[config.mk]
export PLATFORM = sky130hd
export DESIGN_NAME = axi4_wr_fifo_master
export DESIGN_NICKNAME = d
export VERILOG_FILES = /design/src/rtl/axi4_wr_fifo_master.sv
export SDC_FILE = /design/constraint.sdc
export NUM_CORES = 1
export LEC_CHECK = 0
export ABC_AREA = 1
export BUFFER_PORTS_ARGS = -buffer_cell sky130_fd_sc_hd__buf_2
export CELL_PAD_IN_SITES_DETAIL_PLACEMENT = 2
export CELL_PAD_IN_SITES_GLOBAL_PLACEMENT = 2
export CORE_ASPECT_RATIO = 1.1
export CORE_MARGIN = 3
export CORE_UTILIZATION = 26
export DETAILED_ROUTE_END_ITERATION = 16
export PLACE_DENSITY_LB_ADDON = 0.1
export SYNTH_ARGS = -nofsm -noshare
export SYNTH_HDL_FRONTEND = slang
export SYNTH_SLANG_ARGS = --single-unit
export TNS_END_PERCENT = 10
[constraint.sdc]
create_clock -name aclk -period 3.3 [get_ports aclk]
set_input_delay 0.66 -clock aclk [delete_from_list [all_inputs] [get_ports aclk]]
set_output_delay 0.66 -clock aclk [all_outputs]
set_load 0.05 [all_outputs]
[src/rtl/axi4_wr_fifo_master.sv]
// axi4_wr_fifo_master
//
// Drains the AW and W FIFOs of a buffered AXI4 write path onto an AXI4 master
// write port, and returns B responses into the B FIFO.
//
// Ports:
//   aclk, aresetn          clock, synchronous active-low reset
//   aw_rd_empty/aw_rd_en   AW FIFO status/pop (FWFT), head on fifo_aw*
//   w_rd_empty/w_rd_en     W FIFO status/pop (FWFT), head on fifo_w*
//   b_wr_full/b_wr_en      B FIFO status/push, data on fifo_bid/fifo_bresp
//   aw*, w*, b*            AXI4 master write channels
//   outstanding            AW handshakes not yet answered by a B push
//   wlast_err              sticky: FIFO wlast disagreed with generated wlast
module axi4_wr_fifo_master #(
    parameter int A       = 32,
    parameter int N       = 8,
    parameter int I       = 1,
    parameter int MAX_OUT = 4
) (
    input  logic                         aclk,
    input  logic                         aresetn,
    input  logic                         aw_rd_empty,
    output logic                         aw_rd_en,
    input  logic [I-1:0]                 fifo_awid,
    input  logic [A-1:0]                 fifo_awaddr,
    input  logic [7:0]                   fifo_awlen,
    input  logic [2:0]                   fifo_awsize,
    input  logic [1:0]                   fifo_awburst,
    input  logic                         w_rd_empty,
    output logic                         w_rd_en,
    input  logic [8*N-1:0]               fifo_wdata,
    input  logic [N-1:0]                 fifo_wstrb,
    input  logic                         fifo_wlast,
    input  logic                         b_wr_full,
    output logic                         b_wr_en,
    output logic [I-1:0]                 fifo_bid,
    output logic [1:0]                   fifo_bresp,
    output logic [I-1:0]                 awid,
    output logic [A-1:0]                 awaddr,
    output logic [7:0]                   awlen,
    output logic [2:0]                   awsize,
    output logic [1:0]                   awburst,
    output logic                         awvalid,
    input  logic                         awready,
    output logic [8*N-1:0]               wdata,
    output logic [N-1:0]                 wstrb,
    output logic                         wlast,
    output logic                         wvalid,
    input  logic                         wready,
    input  logic [I-1:0]                 bid,
    input  logic [1:0]                   bresp,
    input  logic                         bvalid,
    output logic                         bready,
    output logic [$clog2(MAX_OUT):0]     outstanding,
    output logic                         wlast_err
);
    localparam int PW = $clog2(MAX_OUT);
    localparam int CW = PW + 1;
    localparam logic [CW-1:0] MAX_CNT = CW'(MAX_OUT);

    typedef enum logic { AW_IDLE, AW_SEND } aw_state_t;
    typedef enum logic { W_IDLE, W_BURST } w_state_t;

    aw_state_t aw_state, aw_next;
    w_state_t  w_state, w_next;

    // Queue of awlen values for bursts whose AW has handshaken but whose
    // W data has not finished; pointers carry an extra wrap bit.
    logic [7:0]    lq_mem [MAX_OUT];
    logic [CW-1:0] lq_wr, lq_rd;
    logic          lq_empty, lq_full, lq_pop;

    logic [7:0] beat_cnt;
    logic       aw_hs, w_acc, b_dec;

    assign lq_empty = (lq_wr == lq_rd);
    assign lq_full  = (lq_wr[PW] != lq_rd[PW]) && (lq_wr[PW-1:0] == lq_rd[PW-1:0]);

    assign awvalid = (aw_state == AW_SEND);
    assign aw_hs   = awvalid && awready;

    assign wdata = fifo_wdata;
    assign wstrb = fifo_wstrb;

    assign bready     = aresetn && !b_wr_full;
    assign b_wr_en    = bvalid && bready;
    assign fifo_bid   = bid;
    assign fifo_bresp = bresp;
    // A B arriving with nothing outstanding is a protocol violation; ignore it
    assign b_dec      = b_wr_en && (outstanding != '0);

    always_comb begin
        aw_next  = aw_state;
        aw_rd_en = 1'b0;
        case (aw_state)
            AW_IDLE: begin
                if (!aw_rd_empty && (outstanding < MAX_CNT) && !lq_full) begin
                    aw_rd_en = 1'b1;
                    aw_next  = AW_SEND;
                end
            end
            AW_SEND: begin
                if (awready) aw_next = AW_IDLE;
            end
            default: aw_next = AW_IDLE;
        endcase
    end

    always_comb begin
        w_next  = w_state;
        wvalid  = 1'b0;
        wlast   = 1'b0;
        w_acc   = 1'b0;
        w_rd_en = 1'b0;
        lq_pop  = 1'b0;
        case (w_state)
            W_IDLE: begin
                if (!lq_empty) w_next = W_BURST;
            end
            W_BURST: begin
                wvalid  = !w_rd_empty;
                wlast   = (beat_cnt == 8'd0);
                w_acc   = wvalid && wready;
                w_rd_en = w_acc;
                if (w_acc && wlast) begin
                    lq_pop = 1'b1;
                    w_next = W_IDLE;
                end
            end
            default: w_next = W_IDLE;
        endcase
    end

    always_ff @(posedge aclk) begin
        if (aw_hs) lq_mem[lq_wr[PW-1:0]] <= awlen;
    end

    always_ff @(posedge aclk) begin
        if (!aresetn) begin
            aw_state    <= AW_IDLE;
            w_state     <= W_IDLE;
            awid        <= '0;
            awaddr      <= '0;
            awlen       <= '0;
            awsize      <= '0;
            awburst     <= '0;
            lq_wr       <= '0;
            lq_rd       <= '0;
            beat_cnt    <= '0;
            outstanding <= '0;
            wlast_err   <= 1'b0;
        end else begin
            aw_state <= aw_next;
            w_state  <= w_next;
            if (aw_rd_en) begin
                awid    <= fifo_awid;
                awaddr  <= fifo_awaddr;
                awlen   <= fifo_awlen;
                awsize  <= fifo_awsize;
                awburst <= fifo_awburst;
            end
            if (aw_hs)  lq_wr <= lq_wr + CW'(1);
            if (lq_pop) lq_rd <= lq_rd + CW'(1);
            // beat_cnt counts remaining beats after the current one
            if (w_state == W_IDLE && !lq_empty)
                beat_cnt <= lq_mem[lq_rd[PW-1:0]];
            else if (w_acc)
                beat_cnt <= beat_cnt - 8'd1;
            if (w_acc && (fifo_wlast != wlast)) wlast_err <= 1'b1;
            if (aw_hs && !b_dec)
                outstanding <= outstanding + CW'(1);
            else if (!aw_hs && b_dec)
                outstanding <= outstanding - CW'(1);
        end
    end
endmodule

# Yosys cells after proc, flatten, opt, wreduce, memory -nomap -nowiden
# Memories as Yosys holds them, arrays and structs flattened. A register that Yosys moved wholly into a read port is not among the register bits.
# Index checks and enable logic that the tools add are counted.
[totals] ff_bits=66 mem_bits_rw=32 inputBits=130 memories=1
[mem_list] memory="lq_mem" words=4 width=8 read_ports=1 rd_ports_with_merged_regs=1 wr=1 line="69" rtl="logic [7:0] lq_mem [MAX_OUT];"
[op_classes] addsub=5 magnitude_cmp=1 n_eq_ne=4 muxes=20 n_bitwise=2 reduce_logical=24
[ops] op="2-to-1 mux 8 bit" n=2
[ops] op="logical AND 1 bit" n=13
[ops] op="2-to-1 mux 1 bit" n=12
[ops] op="adder 3 x 1 -> 3 bit (second input constant)" n=3
[ops] op="zero test 8 bit" n=1
[ops] op="subtractor 8 x 1 -> 8 bit (second input constant)" n=1
[ops] op="zero test 1 bit" n=7
[ops] op="2-to-1 mux 3 bit" n=2
[ops] op="2-to-1 mux 2 bit" n=2
[ops] op="one-hot mux 1 bit (2 select lines)" n=2
[ops] op="nonzero test 2 bit" n=2
[ops] op="equality test 3 bit" n=1
[ops] op="less-than comparator 3 bit (second input constant)" n=1
[ops] op="nonzero test 3 bit" n=1
[ops] op="subtractor 3 x 1 -> 3 bit (second input constant)" n=1
[ops] op="equality test 2 bit" n=1
[ops] op="!= test 1 bit" n=2
[ops] op="inverter 1 bit" n=2

# Longest topological paths before layout
[depth] depth_word=7 depth_mapped=11 mapped_depth_nobuf=10

# Worst setup path after synthesis
# Ideal clock, no wire load.
[synth_path] kind="input-to-reg" start="in aresetn" end="reg outstanding[1]" setup_time_ns=0.120 arrival_time_ns=3.161 path_slack_ns=0.019 path_stages=8 path_cell_list="clkinv_1 > nor3b_1 > o31ai_1 > ha_1 > inv_1 > fa_1 > o21ai_0 > a21oi_1"
[synth_between] elab_chain_cells=6
[synth_rtl] item="start: declaration" line="21" rtl="input logic aresetn,"
[synth_rtl] item="logical AND 1 bit (*)" line="85" rtl="assign bready = aresetn && !b_wr_full;"
[synth_rtl] item="logical AND 1 bit (*)" line="86" rtl="assign b_wr_en = bvalid && bready;"
[synth_rtl] item="via b_wr_en" line="35" rtl="output logic b_wr_en,"
[synth_rtl] item="logical AND 1 bit (*)" line="90" rtl="assign b_dec = b_wr_en && (outstanding != '0);"
[synth_rtl] item="zero test 1 bit" line="170" rtl="if (aw_hs && !b_dec)"
[synth_rtl] item="logical AND 1 bit" line="170"
[synth_rtl] item="2-to-1 mux 3 bit / nonzero test 2 bit (equally long branches)"
[synth_rtl] item="end signal: assignment" line="171" rtl="outstanding <= outstanding + CW'(1);"
[synth_rtl] item="end signal: assignment" line="173" rtl="outstanding <= outstanding - CW'(1);"
[synth_rtl] item="end: declaration" line="54" rtl="output logic [$clog2(MAX_OUT):0] outstanding,"
# The timed path passes the listed nets; every way through them passes the cells marked *.
# A chain may end at the register's enable or synchronous reset.

# Final worst setup path
[layout_path] start="reg beat_cnt[3]" end="out wlast"
[layout_between] elab_chain_cells=2
[layout_rtl] item="start: declaration" line="73" rtl="logic [7:0] beat_cnt;"
[layout_rtl] item="start signal: assignment" line="166" rtl="beat_cnt <= lq_mem[lq_rd[PW-1:0]];"
[layout_rtl] item="start signal: assignment" line="168" rtl="beat_cnt <= beat_cnt - 8'd1;"
[layout_rtl] item="zero test 8 bit" line="122" rtl="wlast = (beat_cnt == 8'd0);"
[layout_rtl] item="2-to-1 mux 1 bit" line="116" rtl="case (w_state)"
[layout_rtl] item="end: declaration" line="47" rtl="output logic wlast,"
# No other way between the ends.

==> results.tsv <==
stage	metric	value	unit
status	result of the run	completed	
place	placed cells	799	
floorplanning	row cnt	51	
sta	Worst-Margin Slew	845	ps
routing	via/cell ratio	4.40	
logic_synthesis	EDFF count, synth	32	
sta	Max-slew headroom	0.435	
logic_synthesis	Mapped Nets	680	
worst_setup_path	Setup crit start kind	flop	
place	DP HPWL	9080	um
finish	# diodes	0	
place	port buffer count	111	
sta	setup violators final	0	
sta	minimum clock period	2340	ps
hold_path	Hold Crit Endpoint	wlast_err	
finish	number of fill cells	2075	
power	peak supply drop	223	uV
sta	Hold Vio Cnt, Final	0	
sta	Hold Slack	463	ps
worst_setup_path	Worst R2R End	outstanding[2]	
finish	Area growth, synth to finish	8.45	%
finish	Reg area	2320	um2
clock_network	post-CTS setup buffer count	0	
routing	drt pass-1 iters	4	
finish	final net count	711	
global_routing	vias in the first global route	4007	
global_routing	initial antenna violation count	3	
hold_path	hold crit path type	reg -> reg	
clock_network	Clock Latency Late Sink	350	ps
routing	DR vias	3583	
worst_setup_path	Crit Path Max Fanout	5	
clock_network	Root Buffer Master	clkbuf_16	
clock_network	number of clock sinks	100	
sta	Highest Clock Rate	427	MHz
global_routing	grt total ovfl	0	
sta	Period Utilization, post-route	0.710	
floorplanning	DIE AREA	20100	um2
logic_synthesis	unique cell type count in the Yosys netlist	37	
logic_synthesis	Cell Area, Synth	4800	um2
global_routing	first-pass GRT wire length	20900	um
finish	layout cell share with drive strength beyond 1	0.312	
hold_path	Hold Path Origin	wlast_err	
clock_network	H-tree depth	3	
finish	most frequent cells in the layout	buf_2 (111), nor2_1 (99), o21ai_0 (71)	
floorplanning	Die Y	148	um
sta	clk_skew	12.5	ps
worst_setup_path	CP Capture Type	primary output	
finish	commonest non-fill, non-tap cell in the layout	buf_2	
worst_setup_path	Critical Path AT	1680	ps
worst_setup_path	kind of critical path	reg -> out	
clock_network	CTS tree	done	
routing	residual DRC count	0	
logic_synthesis	sequential area share after synthesis	0.484	
floorplanning	effective utilization at floorplan	0.267	
floorplanning	# IOs	262	
routing	Avg WL per Cell	15.5	um
clock_network	# hold bufs at CTS	0	
logic_synthesis	ys async rst share	0	
logic_synthesis	most common flop cell mapped by yosys	dfxtp_1	
routing	antenna viol nets, final	0	
hold_path	hold path cells	2	
worst_setup_path	max incr delay on CP	350	ps
finish	Layout Cells excl Fill	815	
logic_synthesis	synthesized area per cell	8.86	um2
logic_synthesis	post-synthesis register bit count	100	
place	gpl congestion	0.698	
floorplanning	core area	17900	um2
clock_network	CTS clock-pin slew for the worst setup and hold paths	70	ps
sta	Final Max Slew Viols	0	
finish	multi-input logic area	1560	um2
sta	Setup Total Neg Slack	0	ps
logic_synthesis	YS warnings	0	
job	max-cap violations	0	
worst_setup_path	Critical Path RT	2640	ps
routing	Starting DRT DRC Count	110	
worst_setup_path	flop2flop setup slack	1410	ps
worst_setup_path	CP max-delay cell	dfxtp_1	
global_routing	largest net degree at the start of global routing	60	
power	leak pwr	0.00226	uW
logic_synthesis	gate count of the mapped netlist	541	
power	pwr dens	632	nW/um2
clock_network	Num CTS Buffers	9	
worst_setup_path	Reg2Reg Depth	9	
global_routing	total track usage	0.130	
worst_setup_path	reg2reg start	awvalid	
worst_setup_path	beginning of the critical path	beat_cnt[3]	
clock_network	clock tree buffer depth	2	
floorplanning	die extent in x	135	um
clock_network	CTS-repair resized insts	0	
routing	drt total wl	12700	um
worst_setup_path	Critical Path, Cell by Cell	nor2_1, nand2_1, nor2_1, nand2_1, inv_1, buf_2	
sta	RSZ-0062 raised after global routing	false	
-- metal layers --
layer  global-route usage  vias up  part of all wire
li1                     -     1738                 -
met3               0.0626       26             0.092
met2                0.221      106              0.49
met4               0.0383        6             0.013
met1                0.145     1707              0.41
met5                    0        -            0.0022
-- worst max-delay path, delay by kind of cell, from the launching register on --
| kind | cells | cell delay, ps |
|---|---|---|
| buffers and inverters | 2 | 340 |
| DFF | 1 | 350 |
| and+or+nand+nor | 4 | 660 |
-- metrics by stage --
step	instance area (um2)	util	total power [uW]	setup WS, ps
6_report	5200	0.290	3290	958
5_1_grt	5200	0.290	3510	767
4_1_cts	5200	0.290	3370	924
3_5_place_dp	4920	0.274	2310	801
3_3_place_gp	4920	0.274	2290	950
2_1_floorplan	4800	-	2360	18.7
-- cells in the mapped netlist, drive strengths merged (3+ instances only) --
library cell / instances / area, um2
edfxtp: 32 / 961
clkbuf: 8 / 32.5
nand3: 12 / 65.1
inv: 35 / 136
nand2: 44 / 195
ha: 8 / 100
buf: 88 / 737
dfxtp: 68 / 1360
o22ai: 5 / 31.3
xor2: 3 / 26.3
o21ai: 78 / 390
a21oi: 18 / 90.1
nor3: 3 / 20.0
nor2: 130 / 571
-- power by group --
group	switching (uW)	leakage (uW)	internal, uW
Sequential	83.3	0.000857	1370
Clock	487	0.000141	539
Combinational	581	0.00126	223
-- sequential cells by signal, summed over array words and instances (netlist names), named ones only --
register / cells
awaddr: 32
awburst: 2
awid: 1
awlen: 8
awsize: 3
awvalid: 1
beat_cnt: 8
lq_mem: 32
lq_rd: 3
lq_wr: 3
outstanding: 3
w_state: 1
wlast_err: 1
-- logic make-up (layout without fill, tap and decap cells) --
family,after synthesis,count (layout),synth area share
DFF,100,100,0.484
adders and majority gates,9,9,0.0250
and+or+nand+nor,192,192,0.183
AOI/OAI and AO/OA,105,105,0.113
xor gates and xnor gates,3,3,0.00548
buffers and inverters,132,168,0.190
-- area by class of cell --
| cell class | count | share of cell area |
|---|---|---|
| timing repair buffer | 116 | 0.114 |
| sequential | 100 | 0.446 |
| inverter | 36 | 0.0269 |
| clock inverter | 6 | 0.00866 |
| tap | 238 | 0.0573 |
| clock buffer | 10 | 0.0459 |
| multi-input combinational | 309 | 0.301 |
-- how the worst max path moves through the flow --
stage | end | cells after the start | slack (ps)
4_1_cts | wlast | 7 | 920
3_3_place_gp | outstanding[2] | 12 | 950
2_1_floorplan | outstanding[1] | 8 | 20
5_1_grt | wlast | 6 | 770
3_5_place_dp | outstanding[1] | 10 | 800
6_report | wlast | 6 | 960
(Power assumes the default switching activity.)
